## config.mk

```make
export PLATFORM = sky130hd
export DESIGN_NAME = pipe_stage_n
export DESIGN_NICKNAME = d
export VERILOG_FILES = /design/src/rtl/pipe_pkg.sv /design/src/rtl/pipe_slot.sv /design/src/rtl/pipe_stage_n.sv
export SDC_FILE = /design/constraint.sdc
export NUM_CORES = 1
export LEC_CHECK = 0
export ABC_CLOCK_PERIOD_IN_PS = 2680
export CAP_MARGIN = 30
export CORE_MARGIN = 2
export CORE_UTILIZATION = 44
export CTS_CLUSTER_SIZE = 8
export DETAILED_ROUTE_END_ITERATION = 7
export PLACE_DENSITY_LB_ADDON = 0.3
export REMOVE_ABC_BUFFERS = 1
export SYNTH_ARGS = -nofsm -noshare
export SYNTH_HDL_FRONTEND = slang
export SYNTH_SLANG_ARGS = --single-unit
```

## constraint.sdc

```tcl
create_clock -name clk -period 2.68 [get_ports clk]
set_input_delay 0.402 -clock clk [delete_from_list [all_inputs] [get_ports clk]]
set_output_delay 0.402 -clock clk [all_outputs]
set_load 0.05 [all_outputs]
```

## src/rtl/pipe_pkg.sv

```systemverilog
// Shared definitions for the pipeline-register stage.
// - Default payload widths.
// - Bit positions of the fields inside the control word.
// - Helpers that pack a control struct into the raw control word and unpack it again.
package pipe_pkg;

  localparam int DATA_W = 64;
  localparam int CTRL_W = 8;

  localparam int CTRL_REGWRITE     = 0;
  localparam int CTRL_WRITEREG_LSB = 1;
  localparam int CTRL_WRITEREG_MSB = 3;
  localparam int CTRL_JUMP         = 4;
  localparam int CTRL_BR           = 5;
  localparam int CTRL_REGSRC_LSB   = 6;
  localparam int CTRL_REGSRC_MSB   = 6;
  localparam int CTRL_HALT         = 7;

  typedef struct packed {
    logic       halt;
    logic [0:0] reg_src;
    logic       br;
    logic       jump;
    logic [2:0] write_reg;
    logic       reg_write;
  } ctrl_t;

  function automatic logic [CTRL_W-1:0] pack_ctrl(input ctrl_t f);
    logic [CTRL_W-1:0] v;
    v = '0;
    v[CTRL_REGWRITE] = f.reg_write;
    v[CTRL_WRITEREG_MSB:CTRL_WRITEREG_LSB] = f.write_reg;
    v[CTRL_JUMP] = f.jump;
    v[CTRL_BR] = f.br;
    v[CTRL_REGSRC_MSB:CTRL_REGSRC_LSB] = f.reg_src;
    v[CTRL_HALT] = f.halt;
    return v;
  endfunction

  function automatic ctrl_t unpack_ctrl(input logic [CTRL_W-1:0] v);
    ctrl_t f;
    f.reg_write = v[CTRL_REGWRITE];
    f.write_reg = v[CTRL_WRITEREG_MSB:CTRL_WRITEREG_LSB];
    f.jump      = v[CTRL_JUMP];
    f.br        = v[CTRL_BR];
    f.reg_src   = v[CTRL_REGSRC_MSB:CTRL_REGSRC_LSB];
    f.halt      = v[CTRL_HALT];
    return f;
  endfunction

endpackage

```

## src/rtl/pipe_slot.sv

```systemverilog
// One register slot of the pipeline stage: valid, data and control flops.
// Reset is asynchronous and active-low on every flop.
// Ports:
//   clk, rst                      - clock and reset
//   flush, stall                  - hazard controls; flush has priority over stall
//   load_valid/load_data/load_ctrl - value captured on an advancing edge
//   valid/data/ctrl               - registered slot contents
module pipe_slot import pipe_pkg::*; #(
  parameter int DATA_W = 64,
  parameter int CTRL_W = 8
) (
  input  logic              clk,
  input  logic              rst,
  input  logic              flush,
  input  logic              stall,
  input  logic              load_valid,
  input  logic [DATA_W-1:0] load_data,
  input  logic [CTRL_W-1:0] load_ctrl,
  output logic              valid,
  output logic [DATA_W-1:0] data,
  output logic [CTRL_W-1:0] ctrl
);

  // ctrl is forced to zero whenever valid is zero, so a bubble can never
  // assert regWrite, halt, jump or br downstream. data is left alone on
  // flush because nothing consumes it without valid.
  always_ff @(posedge clk or negedge rst) begin
    if (!rst) begin
      valid <= 1'b0;
      data  <= '0;
      ctrl  <= '0;
    end else if (flush) begin
      valid <= 1'b0;
      ctrl  <= '0;
    end else if (!stall) begin
      valid <= load_valid;
      data  <= load_data;
      ctrl  <= load_valid ? load_ctrl : '0;
    end
  end

endmodule

```

## src/rtl/pipe_stage_n.sv

```systemverilog
// Parametrised pipeline-register stage: DEPTH slots of {valid, data, ctrl},
// with stall, flush, occupancy count and a sticky halt detector.
// DEPTH is expected to be in the range 1..8.
// Ports:
//   clk, rst                    - clock, async active-low reset
//   in_valid/in_data/in_ctrl    - upstream instruction
//   stall, flush                - hazard-unit controls (flush wins)
//   out_valid/out_data/out_ctrl - last slot contents
//   occupancy                   - number of valid slots
//   halted                      - set once a valid halt leaves the stage
module pipe_stage_n import pipe_pkg::*; #(
  parameter int DATA_W   = pipe_pkg::DATA_W,
  parameter int CTRL_W   = pipe_pkg::CTRL_W,
  parameter int DEPTH    = 1,
  parameter int HALT_BIT = pipe_pkg::CTRL_HALT,
  localparam int OCC_W   = $clog2(DEPTH + 1)
) (
  input  logic              clk,
  input  logic              rst,
  input  logic              in_valid,
  input  logic [DATA_W-1:0] in_data,
  input  logic [CTRL_W-1:0] in_ctrl,
  input  logic              stall,
  input  logic              flush,
  output logic              out_valid,
  output logic [DATA_W-1:0] out_data,
  output logic [CTRL_W-1:0] out_ctrl,
  output logic [OCC_W-1:0]  occupancy,
  output logic              halted
);

  logic              slot_valid [DEPTH];
  logic [DATA_W-1:0] slot_data  [DEPTH];
  logic [CTRL_W-1:0] slot_ctrl  [DEPTH];

  // Once halted, new instructions are accepted only as bubbles so the
  // stage drains and stays empty.
  logic gated_valid;
  assign gated_valid = in_valid & ~halted;

  for (genvar i = 0; i < DEPTH; i++) begin : g_slot
    if (i == 0) begin : g_head
      pipe_slot #(.DATA_W(DATA_W), .CTRL_W(CTRL_W)) u_slot (
        .clk        (clk),
        .rst        (rst),
        .flush      (flush),
        .stall      (stall),
        .load_valid (gated_valid),
        .load_data  (in_data),
        .load_ctrl  (in_ctrl),
        .valid      (slot_valid[i]),
        .data       (slot_data[i]),
        .ctrl       (slot_ctrl[i])
      );
    end else begin : g_body
      pipe_slot #(.DATA_W(DATA_W), .CTRL_W(CTRL_W)) u_slot (
        .clk        (clk),
        .rst        (rst),
        .flush      (flush),
        .stall      (stall),
        .load_valid (slot_valid[i-1]),
        .load_data  (slot_data[i-1]),
        .load_ctrl  (slot_ctrl[i-1]),
        .valid      (slot_valid[i]),
        .data       (slot_data[i]),
        .ctrl       (slot_ctrl[i])
      );
    end
  end

  assign out_valid = slot_valid[DEPTH-1];
  assign out_data  = slot_data[DEPTH-1];
  assign out_ctrl  = slot_ctrl[DEPTH-1];

  always_comb begin
    occupancy = '0;
    for (int i = 0; i < DEPTH; i++) begin
      occupancy = occupancy + OCC_W'(slot_valid[i]);
    end
  end

  // The halt counts only on the edge where it is actually consumed, so a
  // halt parked at the output under stall, or killed by flush, is ignored.
  always_ff @(posedge clk or negedge rst) begin
    if (!rst) begin
      halted <= 1'b0;
    end else if (out_valid && out_ctrl[HALT_BIT] && !stall && !flush) begin
      halted <= 1'b1;
    end
  end

endmodule

```

==> results.json <==
{
  "stdcell_count": 434,
  "num_io_pins": 152,
  "grt_pass1_vias": 2158,
  "via_count": 2049,
  "htree_num_levels": 3,
  "synth_top_area_share_pct": 59.32,
  "synth.distinct_cells": 13,
  "numPortBuffers": 151,
  "antenna_cells": 0,
  "seqPwrFrac_pct": 38.1,
  "nFillCells": 502,
  "dp_cells": 418,
  "end_kind": "output port",
  "crit_chain": "clkdlybuf4s50_1",
  "drt_first_pass_iters": 3,
  "synth-compound-area-share_pct": 1.723,
  "p_clk_share_pct": 26.0,
  "synth-seq-cells": 74,
  "worst_slew_pin_slew_ps": 710.6,
  "synthMuxAreaShare_pct": 28.98,
  "clk_latency_ps": 330,
  "p_switching_mw": 1.223,
  "place_congestion": 0.7446,
  "r2r_slack_ps": 1580,
  "core_um2": 6832,
  "max_freq_mhz": 476.8,
  "synth_area_um2": 3122,
  "cts_sinks": 74,
  "ys_seq_area_share_pct": 59.32,
  "rows": 30,
  "finClkSkew_ps": 5.388,
  "peakVddDrop_uv": 402.2,
  "cap_violations": 0,
  "synth_top_family_by_area": "multiplexers",
  "antenna_found_initial": 0,
  "synth_fa_ha_area_share_pct": 0,
  "crit_fanout": 11,
  "path_depth": 1,
  "cp.required_ps": 2280,
  "status": "finished clean",
  "cts_resized": 0,
  "hold_buffers": 0,
  "dieHeight_um": 88.23,
  "yosysTopAreaCell": "dfrtp_1",
  "synthesis.instances": 178,
  "fin_nets": 410,
  "grt_first_pass_wirelength_mm": 10.80,
  "cts_tree": "done",
  "root_buffer": "clkbuf_8",
  "drt-total-wl_mm": 6.968,
  "critPathArrivalTime_ps": 1700,
  "rr_endpoint": "g_slot[0].g_head.u_slot.valid",
  "yosys_warnings": 0,
  "start_kind": "flip-flop",
  "path_buf_inv": 1,
  "finish.utilization_pct": 71.23,
  "grt_max_degree": 37,
  "grt_overflow_total": 0,
  "wl_per_cell_um": 16.06,
  "min-delay-path-class": "input port to async pin",
  "swShare_pct": 34.38,
  "drt_iter0_markers": 39,
  "period_needed_ps": 2097,
  "p_total_mw": 3.556,
  "die_area_um2": 7785,
  "path_clk_slew_ps": 80,
  "dp.final_hpwl_mm": 5.086,
  "setup_tns_ps": 0,
  "drv_slew": 0,
  "grt_usage_pct": 18.48,
  "layout-drive-gt1-share_pct": 25.74,
  "reg2reg_from": "halted",
  "finalCritPeriodShare_pct": 78.25,
  "yosys.area_share.simple_pct": 4.609,
  "comb_power_share_pct": 35.8,
  "rsz0062_at_grt": "false",
  "die_w_um": 88.23,
  "syn_to_final_growth_pct": 55.87,
  "pwr_density_cell_nw_per_um2": 730.8,
  "cp_slowest_cell": "clkdlybuf4s50_1",
  "clockBufferDepth": 2,
  "r2r_cells": 2,
  "path_class": "flip-flop to output port",
  "drc": 0,
  "vias_per_cell": 4.721,
  "route.antenna.remaining_nets": 0,
  "synth_xor_area_share_pct": 0,
  "intPower_mw": 2.333,
  "p_leak_nw": 2.076,
  "synth.area.top_cells": "dfrtp_1, mux2_4, mux2_2",
  "cts_setup_buffers": 0,
  "relSlewSlack_pct": 52.63,
  "start_util_pct": 45.70,
  "synth_area_per_cell_um2": 17.54,
  "numCtsBuffers": 9,
  "cpPeakStageDelay_ps": 860,
  "cp_top_family": "buffers and inverters",
  "hold_viol_final": 0,
  "setup_viol": 0
}
-- per-stage QoR --
| stage | hold WS [ps] | worst slack, ps | instance area, um2 |
|---|---|---|---|
| finish | 107.6 | 582.9 | 4866 |
| global route | 154.4 | 499.4 | 4866 |
| CTS | 112.0 | 563.7 | 4866 |
| detailed placement | 491.2 | 473.3 | 4648 |
| global placement | 488.7 | 511.0 | 4648 |
| floorplan | 106.4 | 353.5 | 2954 |
-- placed cells by master (no fill, tap or decap) --
| cell | n |
|---|---|
| clkdlybuf4s50_1 | 150 |
| mux2_4 | 49 |
| clkinv_2 | 2 |
| nor2_4 | 1 |
| a31o_2 | 1 |
| buf_12 | 3 |
| mux2_2 | 15 |
| clkinv_4 | 1 |
| clkbuf_8 | 9 |
| buf_4 | 1 |
| clkinvlp_4 | 2 |
| buf_2 | 1 |
| nand4bb_1 | 8 |
| nand2_1 | 9 |
| dfrtp_1 | 74 |
| or3b_1 | 1 |
| bufinv_16 | 2 |
| a21oi_1 | 9 |
-- area by class of cell --
cell class                      count  area (um2)  area share (%)
Clock buffer                        9       123.9           2.546
Clock inverter                      7       93.84           1.929
Multi-Input combinational cell     93        1102           22.65
Sequential cell                    74        1852           38.06
Tap cell                           96       120.1           2.468
Timing Repair Buffer              155        1574           32.35
-- synth_stat cells --
library cell,count
mux2_2,15
a31o_2,1
a21oi_1,9
nor2_4,1
buf_6,2
nand4bb_1,8
buf_12,5
or3b_1,1
mux2_4,49
buf_4,2
buf_8,2
dfrtp_1,74
nand2_1,9
-- routing by layer --
layer | wire, um | share of wire [%] | global-route usage, %
met1 | 2894 | 42 | 23.23
met2 | 3287 | 47 | 28.84
met3 | 732 | 11 | 7.743
met4 | 53 | 0.76 | 6.749
met5 | 0 | 0 | 0
-- flip-flops by register name, summed over array words and instances, names as in the netlist --
| name | cells |
|---|---|
| g_slot.g_head.u_slot.ctrl | 8 |
| g_slot.g_head.u_slot.data | 64 |
| g_slot.g_head.u_slot.valid | 1 |
| halted | 1 |
-- power by group through the flow --
stage	clock network (mW)	logic (mW)	registers, mW
2_1_floorplan	0	0.243	1.90
3_3_place_gp	0	1.27	1.37
3_5_place_dp	0	1.28	1.37
4_1_cts	0.958	1.29	1.36
5_1_grt	1.01	1.33	1.37
6_report	0.926	1.27	1.36
-- worst register-to-register path, delay by kind of cell, from the launching register on --
family / cells / cell delay, ps
flops: 1 / 480
compound gates: 1 / 160
simple gates: 1 / 380
-- worst max-delay path by stage --
stage / to / from
after floorplan: g_slot[0].g_head.u_slot.data[47] / stall
after global placement: g_slot[0].g_head.u_slot.data[57] / stall
after detailed placement: g_slot[0].g_head.u_slot.data[52] / stall
after CTS: halted / halted
after global routing: halted / halted
final: halted / halted
-- logic make-up after synthesis --
kind of cell / count (synthesis)
and+or+nand+nor: 19
AOI/OAI and AO/OA: 10
muxes: 64
buffers and inverters: 11
DFF: 74
Note: power is estimated with default switching activity, not from simulation.
